**config.mk**
```make
export PLATFORM = sky130hd
export DESIGN_NAME = demux_buffered
export DESIGN_NICKNAME = d
export VERILOG_FILES = /design/src/rtl/demux_buffered.sv
export SDC_FILE = /design/constraint.sdc
export NUM_CORES = 1
export LEC_CHECK = 0
export BUFFER_PORTS_ARGS = -buffer_cell sky130_fd_sc_hd__buf_4
export CAP_MARGIN = 10
export CORE_ASPECT_RATIO = 0.9
export CORE_UTILIZATION = 45
export CTS_BUF_LIST = sky130_fd_sc_hd__clkbuf_4
export DETAILED_ROUTE_END_ITERATION = 10
export PLACE_DENSITY = 0.71
export SETUP_SLACK_MARGIN = 0.1
export SLEW_MARGIN = 20
export SYNTH_ARGS = -nofsm -noshare
export SYNTH_HDL_FRONTEND = slang
export SYNTH_SLANG_ARGS = --single-unit
```
**constraint.sdc**
```tcl
create_clock -name clk -period 6.85 [get_ports clk]
set_clock_uncertainty 0.15 [all_clocks]
set_input_delay 1.0275 -clock clk [delete_from_list [all_inputs] [get_ports clk]]
set_output_delay 1.0275 -clock clk [all_outputs]
set_load 0.01 [all_outputs]
```
**src/rtl/demux_buffered.sv**
```systemverilog
// demux_buffered: steers one valid/ready stream into one of two output
// streams, each decoupled by its own FIFO so a stalled consumer only blocks
// words destined for itself.
module demux_buffered #(
  parameter int WIDTH = 32,
  parameter int DEPTH = 2
) (
  input  logic                     clk,
  input  logic                     rst_n,
  input  logic                     in_valid,
  output logic                     in_ready,
  input  logic [WIDTH-1:0]         in_data,
  input  logic                     in_sel,
  output logic                     out0_valid,
  input  logic                     out0_ready,
  output logic [WIDTH-1:0]         out0_data,
  output logic [$clog2(DEPTH):0]   out0_count,
  output logic                     out1_valid,
  input  logic                     out1_ready,
  output logic [WIDTH-1:0]         out1_data,
  output logic [$clog2(DEPTH):0]   out1_count
);

  localparam int PW = $clog2(DEPTH);
  localparam int CW = PW + 1;
  localparam logic [CW-1:0] FULL_CNT = CW'(DEPTH);

  // Per-FIFO state, index 0 = fetch side, index 1 = load side.
  logic [CW-1:0]    count_q  [2];
  logic [CW-1:0]    count_d  [2];
  logic [PW-1:0]    wr_ptr_q [2];
  logic [PW-1:0]    wr_ptr_d [2];
  logic [PW-1:0]    rd_ptr_q [2];
  logic [PW-1:0]    rd_ptr_d [2];
  logic [WIDTH-1:0] mem_q    [2][DEPTH];

  logic [1:0] valid;
  logic [1:0] push;
  logic [1:0] pop;

  assign valid[0] = (count_q[0] != '0);
  assign valid[1] = (count_q[1] != '0);

  // Acceptance depends only on the selected FIFO's registered fill level, so a
  // pop in the same cycle never frees a slot for the incoming word.
  assign in_ready = rst_n && (count_q[in_sel] != FULL_CNT);

  assign push[0] = in_valid && in_ready && !in_sel;
  assign push[1] = in_valid && in_ready &&  in_sel;
  assign pop     = valid & {out1_ready, out0_ready};

  // Next pointer/count values; pointers wrap naturally because DEPTH is 2^PW.
  always_comb begin
    for (int i = 0; i < 2; i++) begin
      wr_ptr_d[i] = wr_ptr_q[i];
      rd_ptr_d[i] = rd_ptr_q[i];
      count_d[i]  = count_q[i];
      if (push[i]) wr_ptr_d[i] = wr_ptr_q[i] + PW'(1);
      if (pop[i])  rd_ptr_d[i] = rd_ptr_q[i] + PW'(1);
      case ({push[i], pop[i]})
        2'b10:   count_d[i] = count_q[i] + CW'(1);
        2'b01:   count_d[i] = count_q[i] - CW'(1);
        default: count_d[i] = count_q[i];
      endcase
    end
  end

  // Control state register; reset clears occupancy immediately.
  // NOTE: sequential state uses non-blocking assignments so every flop samples
  // pre-edge values regardless of statement order.
  always_ff @(posedge clk or negedge rst_n) begin
    if (!rst_n) begin
      for (int i = 0; i < 2; i++) begin
        count_q[i]  <= '0;
        wr_ptr_q[i] <= '0;
        rd_ptr_q[i] <= '0;
      end
    end else begin
      for (int i = 0; i < 2; i++) begin
        count_q[i]  <= count_d[i];
        wr_ptr_q[i] <= wr_ptr_d[i];
        rd_ptr_q[i] <= rd_ptr_d[i];
      end
    end
  end

  // Word storage for both FIFOs.
  // NOTE: storage is deliberately not reset; zero occupancy already hides stale
  // entries, and leaving it out lets the array map onto plain RAM/flops.
  always_ff @(posedge clk) begin
    for (int i = 0; i < 2; i++) begin
      if (push[i]) mem_q[i][wr_ptr_q[i]] <= in_data;
    end
  end

  assign out0_valid = valid[0];
  assign out1_valid = valid[1];
  assign out0_count = count_q[0];
  assign out1_count = count_q[1];
  assign out0_data  = valid[0] ? mem_q[0][rd_ptr_q[0]] : '0;
  assign out1_data  = valid[1] ? mem_q[1][rd_ptr_q[1]] : '0;

endmodule

```
* After elaboration in Yosys (flattened, before gate mapping)
Memories as Yosys holds them, arrays and structs flattened.
Index checks and enable logic that the tools add are counted.
** Cells by class
- Add/subtract/negate cells :: 8
- Multiplexer cells :: 24
- Reductions and logical operators :: 12
- Eq/ne operators :: 5
- $lt $le $gt $ge :: 7
- Bitwise logic cells :: 6
** Operators with widths (count)
- $mux W32 :: 10
- $mux W64 :: 4
- $demux W32 S1 :: 2
- $reduce_or A64 Y1 :: 1
- $ge A2 B2 Y1 const B :: 5
- $not A1 Y2 :: 5
- $pmux W2 S2 :: 2
- $reduce_bool A2 Y1 :: 4
- $logic_and A1 B1 Y1 :: 6
- $mux W2 :: 3
- $add A1 B1 Y1 const B :: 4
- $add A2 B1 Y2 const B :: 2
- $eq A2 B1 Y1 const B :: 2
- $eq A2 B2 Y1 const B :: 2
- $lt A2 B1 Y1 const B :: 2
- $sub A2 B1 Y2 const B :: 2
- $mux W1 :: 3
- $and A2 B2 Y2 :: 1
- $ne A2 B2 Y1 const B :: 1
- $logic_not A1 Y1 :: 1
** Word-level totals
- Flip-flop bits (word level) :: 8
- Memories kept :: 1
- Bits of input ports :: 38
- Bits in writable memories :: 128
- Logic and storage cells :: 69
** Memories
- mem_q :: depth 2, bits a word 64, rd ports 2, clocked after Yosys merged registers in 0, wr ports 1, line 35 : logic [WIDTH-1:0] mem_q [2][DEPTH];

* Logic depth before layout (Yosys ltp)
Gate-level depths: netlist of the first run.
- Depth in word-level cells :: 12
- Depth in mapped cells :: 7

* Least setup slack after synthesis of the first run
OpenSTA, ideal clock, no wires.
- Path type :: in2reg
- From :: input in_sel
- To :: memory mem_q[0][0] (netlist bit) (enable)
- Slack :: 3.656 ns
- Data arrival time :: 2.623 ns
- Stages :: 3
- Library setup time :: 0.421 ns
- Path buffers :: 0
- Data required time :: 6.279 ns
- Cell sequence :: inv_1 -> o2111ai_2 -> nor2_1
** Between the ends
- Cells in the longest elaborated chain, start to end :: 12
- Elaborated cells on any way between the ends :: 17
- Classes of those cells :: eq/ne: 1; mux: 9; bitwise: 1; reduce/logical: 6
** Ends and longest elaborated chain
- from (decl) :: line 13 : input logic in_sel,
- $not A1 Y2 (not written as such) :: line 46 : assign in_ready = rst_n && (count_q[in_sel] != FULL_CNT);
- $mux W2 (not written as such) (3 in a row) :: line 46
- $ne A2 B2 Y1 :: line 46
- $logic_and A1 B1 Y1 :: line 46
- $logic_and A1 B1 Y1 :: line 48, 49
- $logic_and A1 B1 Y1 :: line 49 : assign push[1] = in_valid && in_ready && in_sel;
- $mux W1 :: line 92 : if (push[i]) mem_q[i][wr_ptr_q[i]] <= in_data;
- $mux W64 (not written as such) :: line 92
- $reduce_or A64 Y1 (no source line)
- $mux W1 (no source line) or $mux W64 (tied branches)
- to (decl) :: line 35
Several ways; a longest one is shown, not always the timed one. The select of a mux whose other input is x is not followed.

* Worst setup path after layout of the first run
- From :: register rd_ptr_q[0] (netlist bit)
- To :: output out1_data[11]
** Between the ends
- Cells in the longest elaborated chain, start to end :: 5
** Ends and longest elaborated chain
- from (decl) :: line 33 : logic [PW-1:0] rd_ptr_q [2];
- from (signal, indexed assignment) :: line 82 : rd_ptr_q[i] <= rd_ptr_d[i];
- $not A1 Y2 (not written as such) :: line 101 : assign out1_data = valid[1] ? mem_q[1][rd_ptr_q[1]] : '0;
- $mux W32 (not written as such) (3 in a row) :: line 101
- $mux W32 :: line 101
- to (decl) :: line 20 : output logic [WIDTH-1:0] out1_data,
Every way passes these cells. The select of a mux whose other input is x is not followed.

==> results of run 1 <==
==> final cells by class <==
type                    count  area share, %
inverters                   7          0.407
repair buffers            108           12.5
well taps                 156           3.02
flip-flops and latches    136           62.6
multi-input cells         154           17.5
clock buffers              17           1.97
clock inverters            14           1.94
==> per-stage QoR <==
step / utilization, % / std cells / power, mW / hold slack [ns]
CTS: 56.8 / 592 / 2.51 / 0.158
floorplan: - / 311 / 1.61 / 0.318
global route: 56.8 / 592 / 2.62 / 0.150
detailed placement: 54.5 / 561 / 2.05 / 0.398
global placement: 54.5 / 561 / 2.04 / 0.386
finish: 56.8 / 592 / 2.48 / 0.196
==> registers in the layout, summed over array words and instances (netlist names) <==
signal and cells:
out0_count 2, wr_ptr_q 2, rd_ptr_q 2, out1_count 2, mem_q 128
==> worst paths after layout <==
kind                                from       endpoint
setup reg to reg           out0_count[0]  out0_count[1]
hold / removal                     rst_n  out0_count[1]
min in group clk             wr_ptr_q[1]    wr_ptr_q[1]
hold reg to reg              wr_ptr_q[1]    wr_ptr_q[1]
max in group asynchronous          rst_n    rd_ptr_q[0]
setup / recovery             rd_ptr_q[0]  out1_data[11]
==> synthesized netlist by cell type <==
| master | n | area (µm²) |
|---|---|---|
| and2_4 | 2 | 17.5 |
| buf_2 | 8 | 40.0 |
| buf_4 | 6 | 45.0 |
| dfrtp_1 | 8 | 200 |
| edfxtp_1 | 128 | 3840 |
| ha_1 | 2 | 25.0 |
| inv_1 | 5 | 18.8 |
| inv_2 | 2 | 7.51 |
| mux2i_1 | 64 | 641 |
| nor2_1 | 70 | 263 |
| nor2_2 | 2 | 12.5 |
| o2111ai_2 | 2 | 30.0 |
| o311a_1 | 1 | 10.0 |
| or3_1 | 1 | 6.26 |
| xnor2_1 | 8 | 70.1 |
| xor2_1 | 2 | 17.5 |
==> worst max-delay path, cell delays in order, from the launching register on <==
cell and delay, ns:
dfrtp_2 1.05, mux2i_1 0.17, nor2_1 0.26, buf_4 0.18
==> layout by cell type (no fill, tap or decap) <==
cell and n:
clkinv_2 4, dfrtp_1 6, o311a_1 1, bufinv_16 1, or3_1 1, buf_4 108, and2_4 2, clkbuf_4 17
inv_1 5, xnor2_1 8, o2111ai_2 2, clkinv_4 3, dfrtp_2 2, ha_1 2, inv_6 3, xor2_1 2
clkinvlp_4 3, nor2_1 66, mux2i_1 64, edfxtp_1 128, nor2_4 6, inv_2 2
==> report_power, final <==
part           total, mW  switching [mW]  internal, mW
clock              0.464           0.284         0.180
sequential          1.14           0.149         0.989
combinational      0.879           0.425         0.454
total               2.48           0.857          1.62
==> cell families after synthesis <==
logic type	synth area share [%]
adder cells (fa/ha/maj)	0.477
AND/OR/NAND/NOR	5.70
flip-flops	77.1
buffers and inverters	2.12
XOR/XNOR	1.67
multiplexers	12.2
AO/OA/AOI/OAI	0.763
==> layer usage <==
metal	vias to the layer above	global-route usage, %	share of wire (%)
met5	-	0	0
met4	0	4.12	0.60
met3	8	4.95	5.9
met2	98	26.7	48
met1	1402	23.3	46
li1	1364	-	-
==> qor.yml, run 1 <==
run_status:
  outcome: "complete, no violations"
timing:
  maxSlewViolCount: 0
  fin_ws_ns: 3.49
  relSlewSlack_pct: 28.6
  rsz0062_at_grt: "false"
  setup_viol: 0
  period_minus_slack_ns: 3.36
  tightest_slew_ns: 1.07
  fin_tns_setup_ns: 0
  report.final.hold_viol_count: 0
  period_share_pct: 49.0
  clock.fmax_mhz: 298
cells_and_area:
  drive_gt1_share_pct: 35.1
  syn_to_final_growth_pct: 23.2
  regArea_um2: 4050
  multi_input_area_um2: 1130
  final_nets: 464
  final_area_um2: 6460
  diodes: 0
  n_fill_cell: 946
floorplanning:
  dieArea_um2: 12100
  die_w_um: 116
  rows: 37
  ios: 109
  core_um2: 11400
  die_y_um: 104
  start_util_pct: 46.1
placed_design:
  dpl_cell_area_um2: 6210
  port_buffers: 108
  place_congestion: 0.715
  dp_hpwl_um: 6090
  pre_cts_ws_ns: 3.87
route:
  drtAntennaViolNets: 0
  first_iter_violations: 201
  num_vias: 2872
  dr.pass1.iters: 4
  avgViaCountPerCell: 4.85
  drt-total-wl_um: 9780
  post_drt_wl_per_cell_um: 16.5
  drc: 0
setup_path:
  crit_type: "reg2out"
  critical_path_arrival_ns: 2.18
  startpoint_type: "flop"
  worst-endpoint-required_ns: 5.67
  r2r_slack_ns: 4.55
  endpoint_kind: "primary output"
  critPathMaxFanout: 33
  reg2reg_depth: 6
cts:
  ctsResizeCount: 0
  post-cts-setup-buffer-count: 0
  cts_hold_buf: 0
  cts.clk_slew.worst_paths_ns: 0.12
  cts_buffers: 17
  cts_sinks: 136
  clock_path_buffers: 2
  htreeDepth: 4
  cts-root-buf: "clkbuf_4"
  cts_tree: "done"
  insertion_delay_ns: 0.48
global_routing:
  grt_pass1_wl_um: 15100
  grt_max_degree: 34
  grt_use_total_pct: 17.0
  grt_pass1_vias: 2927
  antenna_found_initial: 0
  grt.overflow.total: 0
pwr:
  p_leak_nw: 2.54
  p_per_area_nw_per_um2: 384
  ir_worst_vdd_mv: 0.180
synth:
  synth_area_um2: 5250
  syn_nets: 351
  syn_inst: 311
  syn_avg_cell_area_um2: 16.9
  yosys_warnings: 0
  synth-seq-cells: 136
  ys_types: 16
  yosysSeqAreaShare_pct: 77.1
hold_path:
  hold_class: "in2async"
flow_run:
  drv_cap: 0
(Power assumes the default switching activity.)
==> inputs of run 2 (changes only) <==
--- a/config.mk
+++ b/config.mk
@@ -5,6 +5,7 @@
 export SDC_FILE = /design/constraint.sdc
 export NUM_CORES = 1
 export LEC_CHECK = 0
+export ABC_AREA = 1
 export BUFFER_PORTS_ARGS = -buffer_cell sky130_fd_sc_hd__buf_4
 export CAP_MARGIN = 10
 export CORE_ASPECT_RATIO = 0.9
==> constraint.sdc (replaced) <==
create_clock -name clk -period 3.4 [get_ports clk]
set_clock_uncertainty 0.15 [all_clocks]
set_input_delay 0.51 -clock clk [delete_from_list [all_inputs] [get_ports clk]]
set_output_delay 0.51 -clock clk [all_outputs]
set_load 0.01 [all_outputs]
==> qor.yml, run 2 <==
cells_and_area:
  final_cell_mix: "nand2_1 (131), edfxtp_1 (128), buf_4 (116)"
  final_nets: 548  # +18%
  multi_input_area_um2: 1030  # -8.7%
  n_fill_cell: 906  # -4.2%
  largest_reg_flops: 128  # unchanged
  regArea_um2: 4040  # about the same
  syn_to_final_growth_pct: 24.4
  drive_gt1_share_pct: 29.9  # -5.1 points
  diodes: 0  # unchanged
  layout_commonest_cell: "nand2_1"
synth:
  synthMuxAreaShare_pct: 0  # -12 points
  synth_area_um2: 5210  # -0.74%
  yosys.area_share.simple_pct: 11.0  # +5.3 points
  syn_avg_cell_area_um2: 13.3  # -21%
  synth_compound_gate_area_share_pct: 6.53  # +5.8 points
  synth-seq-cells: 136  # unchanged
  yosys_warnings: 0  # unchanged
  synth_most_common_cell: "nand2_1"
  yosysSeqAreaShare_pct: 77.6  # +0.57 points
  synth_ff_type: "edfxtp_1"
  syn_inst: 391  # +26%
  synth_fa_ha_area_share_pct: 0.480  # +0.0036 points
  synth_top_area_cell: "edfxtp_1"
  synth_top_family_by_area: "simple AND/OR/NAND/NOR gates"
  yosys.area_share.xor_xnor_pct: 1.18  # -0.49 points
  synth_commonest_cells: "nand2_1 (131), edfxtp_1 (128), a21oi_1 (66)"
  synthTopCellsByArea: "edfxtp_1 (74%), nand2_1 (9.4%), a21oi_1 (6.3%), dfrtp_1 (3.8%), buf_2 (1.3%)"
  synth_top_area_share_pct: 73.8  # +0.55 points
  synth-async-reset-ratio_pct: 5.88  # unchanged
  synth_edf_count: 128  # unchanged
  ys_types: 19  # +3
  syn_nets: 431  # +23%
setup_path:
  startpoint_type: "flop"
  critical_path.top_delay_family: "buffers and inverters"
  cp_cell_sequence: "inv_1, buf_4, nand2_1, a21oi_1, buf_4"
  cp_common_cell: "buf_4"
  crit_type: "reg2out"
  cpMaxStageDelayCell: "inv_1"
  endpoint_kind: "primary output"
  worst-endpoint-required_ns: 2.74  # -2.93 ns
  worst-path-stages: 5  # +2
  cp_slowest_stage_delay_ns: 0.50  # -0.55 ns
  critPathMaxFanout: 20  # -39%
  reg2reg_depth: 5  # -1
  critical_path_arrival_ns: 2.24  # +0.06 ns
  critPathBufInv: 3  # +2
placed_design:
  port_buffers: 108  # unchanged
  place_congestion: 0.782  # +9.4%
  dp_hpwl_um: 7310  # +20%
global_routing:
  grt.overflow.total: 0  # unchanged
  grt_pass1_wl_um: 17600  # +17%
  antenna_found_initial: 0  # unchanged
  grt_max_degree: 34  # unchanged
  grt_pass1_vias: 3354  # +15%
  grt_use_total_pct: 20.0  # +3.0 points
floorplanning:
  die_y_um: 104  # -0.36%
  start_util_pct: 47.2  # +1.1 points
  die_w_um: 115  # -0.37%
  rows: 36  # -2.7%
  ios: 109  # unchanged
  dieArea_um2: 12000  # -0.73%
  core_um2: 11000  # -3.1%
cts:
  clock_path_buffers: 2  # unchanged
  ctsResizeCount: 0  # unchanged
  cts_sinks: 136  # unchanged
  cts_buffers: 17  # unchanged
  post-cts-setup-buffer-count: 0  # unchanged
  cts.clk_slew.worst_paths_ns: 0.12  # about the same
  cts-root-buf: "clkbuf_4"
  insertion_delay_ns: 0.50  # +0.02 ns
  cts_hold_buf: 1  # +1
  htreeDepth: 4  # unchanged
  cts_tree: "done"
timing:
  rsz0062_at_grt: "false"
  relSlewSlack_pct: 37.3  # +8.6 points
  period_share_pct: 85.2
  clock.fmax_mhz: 345
  report.final.hold_viol_count: 0  # unchanged
  period_minus_slack_ns: 2.90
  fin_tns_setup_ns: 0  # unchanged
  setup_viol: 0  # unchanged
  maxSlewViolCount: 0  # unchanged
  tightest_slew_ns: 0.939  # -0.129 ns
pwr:
  p_leak_nw: 2.51  # -0.90%
  ir_worst_vdd_mv: 0.386  # +110%
  p_per_area_nw_per_um2: 802  # +110%
  finalPower_mw: 5.20  # +110%
route:
  post_drt_wl_per_cell_um: 16.8  # +1.6%
  first_iter_violations: 155  # -23%
  avgViaCountPerCell: 5.00  # +3.0%
  drt-total-wl_um: 11300  # +16%
  drc: 0  # unchanged
  num_vias: 3362  # +17%
  dr.pass1.iters: 5  # +1
  drtAntennaViolNets: 0  # unchanged
run_status:
  outcome: "complete, no violations"
flow_run:
  drv_cap: 0  # unchanged
hold_path:
  hold_class: "in2reg"
  whs_path_depth: 1
==> run 2: cell count changes in the layout (fill, tap and decap cells not counted), sizes merged, moves of 4 or more <==
| cell | previous run | this run |
|---|---|---|
| nand2 | 0 | 132 |
| buf | 108 | 117 |
| xnor2 | 8 | 3 |
| inv | 10 | 14 |
| clkinv | 7 | 11 |
| nor2 | 72 | 9 |
| mux2i | 64 | 0 |
| a21oi | 0 | 66 |
==> run 2: final cells by class <==
class / instances / share of cell area (%)
multi-input combinational: 222 / 15.9
clock buffer: 17 / 1.97
tap: 152 / 2.93
inverter: 13 / 0.753
clock inverter: 15 / 2.09
sequential: 136 / 62.4
timing repair buffer: 118 / 13.9
==> run 2: cells by family (layout without fill, tap and decap cells) <==
group           Yosys count  in the layout
buf+inv                  33            163
xor+xnor                  7              7
flops                   136            136
compound gates           68             68
fa+ha+maj                 2              2
simple gates            145            145
==> run 2: routing by layer <==
| metal | wire length (µm) | track usage (%) | up-vias |
|---|---|---|---|
| met5 | 0 | 0 | - |
| met4 | 76 | 5.57 | 0 |
| met3 | 1090 | 5.13 | 7 |
| met2 | 5430 | 31.3 | 166 |
| met1 | 4700 | 27.8 | 1596 |
| li1 | - | - | 1593 |
==> run 2: worst paths after layout <==
kind	from	to	slack, ns
worst min register to register	wr_ptr_q[0]	wr_ptr_q[0]	0.37
worst max register to register	out0_count[0]	mem_q[0][3]	1.01
min in group asynchronous	rst_n	rd_ptr_q[0]	0.20
worst max-delay path	rd_ptr_q[1]	out0_data[24]	0.50
max in group asynchronous	rst_n	rd_ptr_q[1]	2.77
worst min-delay path	in_data[26]	mem_q[0][26]	0.05
==> run 2: report_power, final <==
group / total [mW] / internal (mW) / switching (mW) / leakage [nW]
Combinational: 2.14 / 0.879 / 1.26 / 1.11
Sequential: 2.08 / 1.99 / 0.0876 / 1.25
Clock: 0.982 / 0.425 / 0.557 / 0.148
==> run 2: stage by stage <==
stage          cell area (µm²)  util, %  instances  hold WS (ns)  setup slack [ns]
6_report                  6480     58.7        673        0.0524             0.502
5_1_grt                   6480     58.7        673        0.0131             0.348
4_1_cts                   6480     58.7        673        0.0173             0.454
3_5_place_dp              6210     56.2        640         0.191             0.915
3_3_place_gp              6210     56.2        640         0.187             0.973
2_1_floorplan             5210        -        391        0.0644             0.580
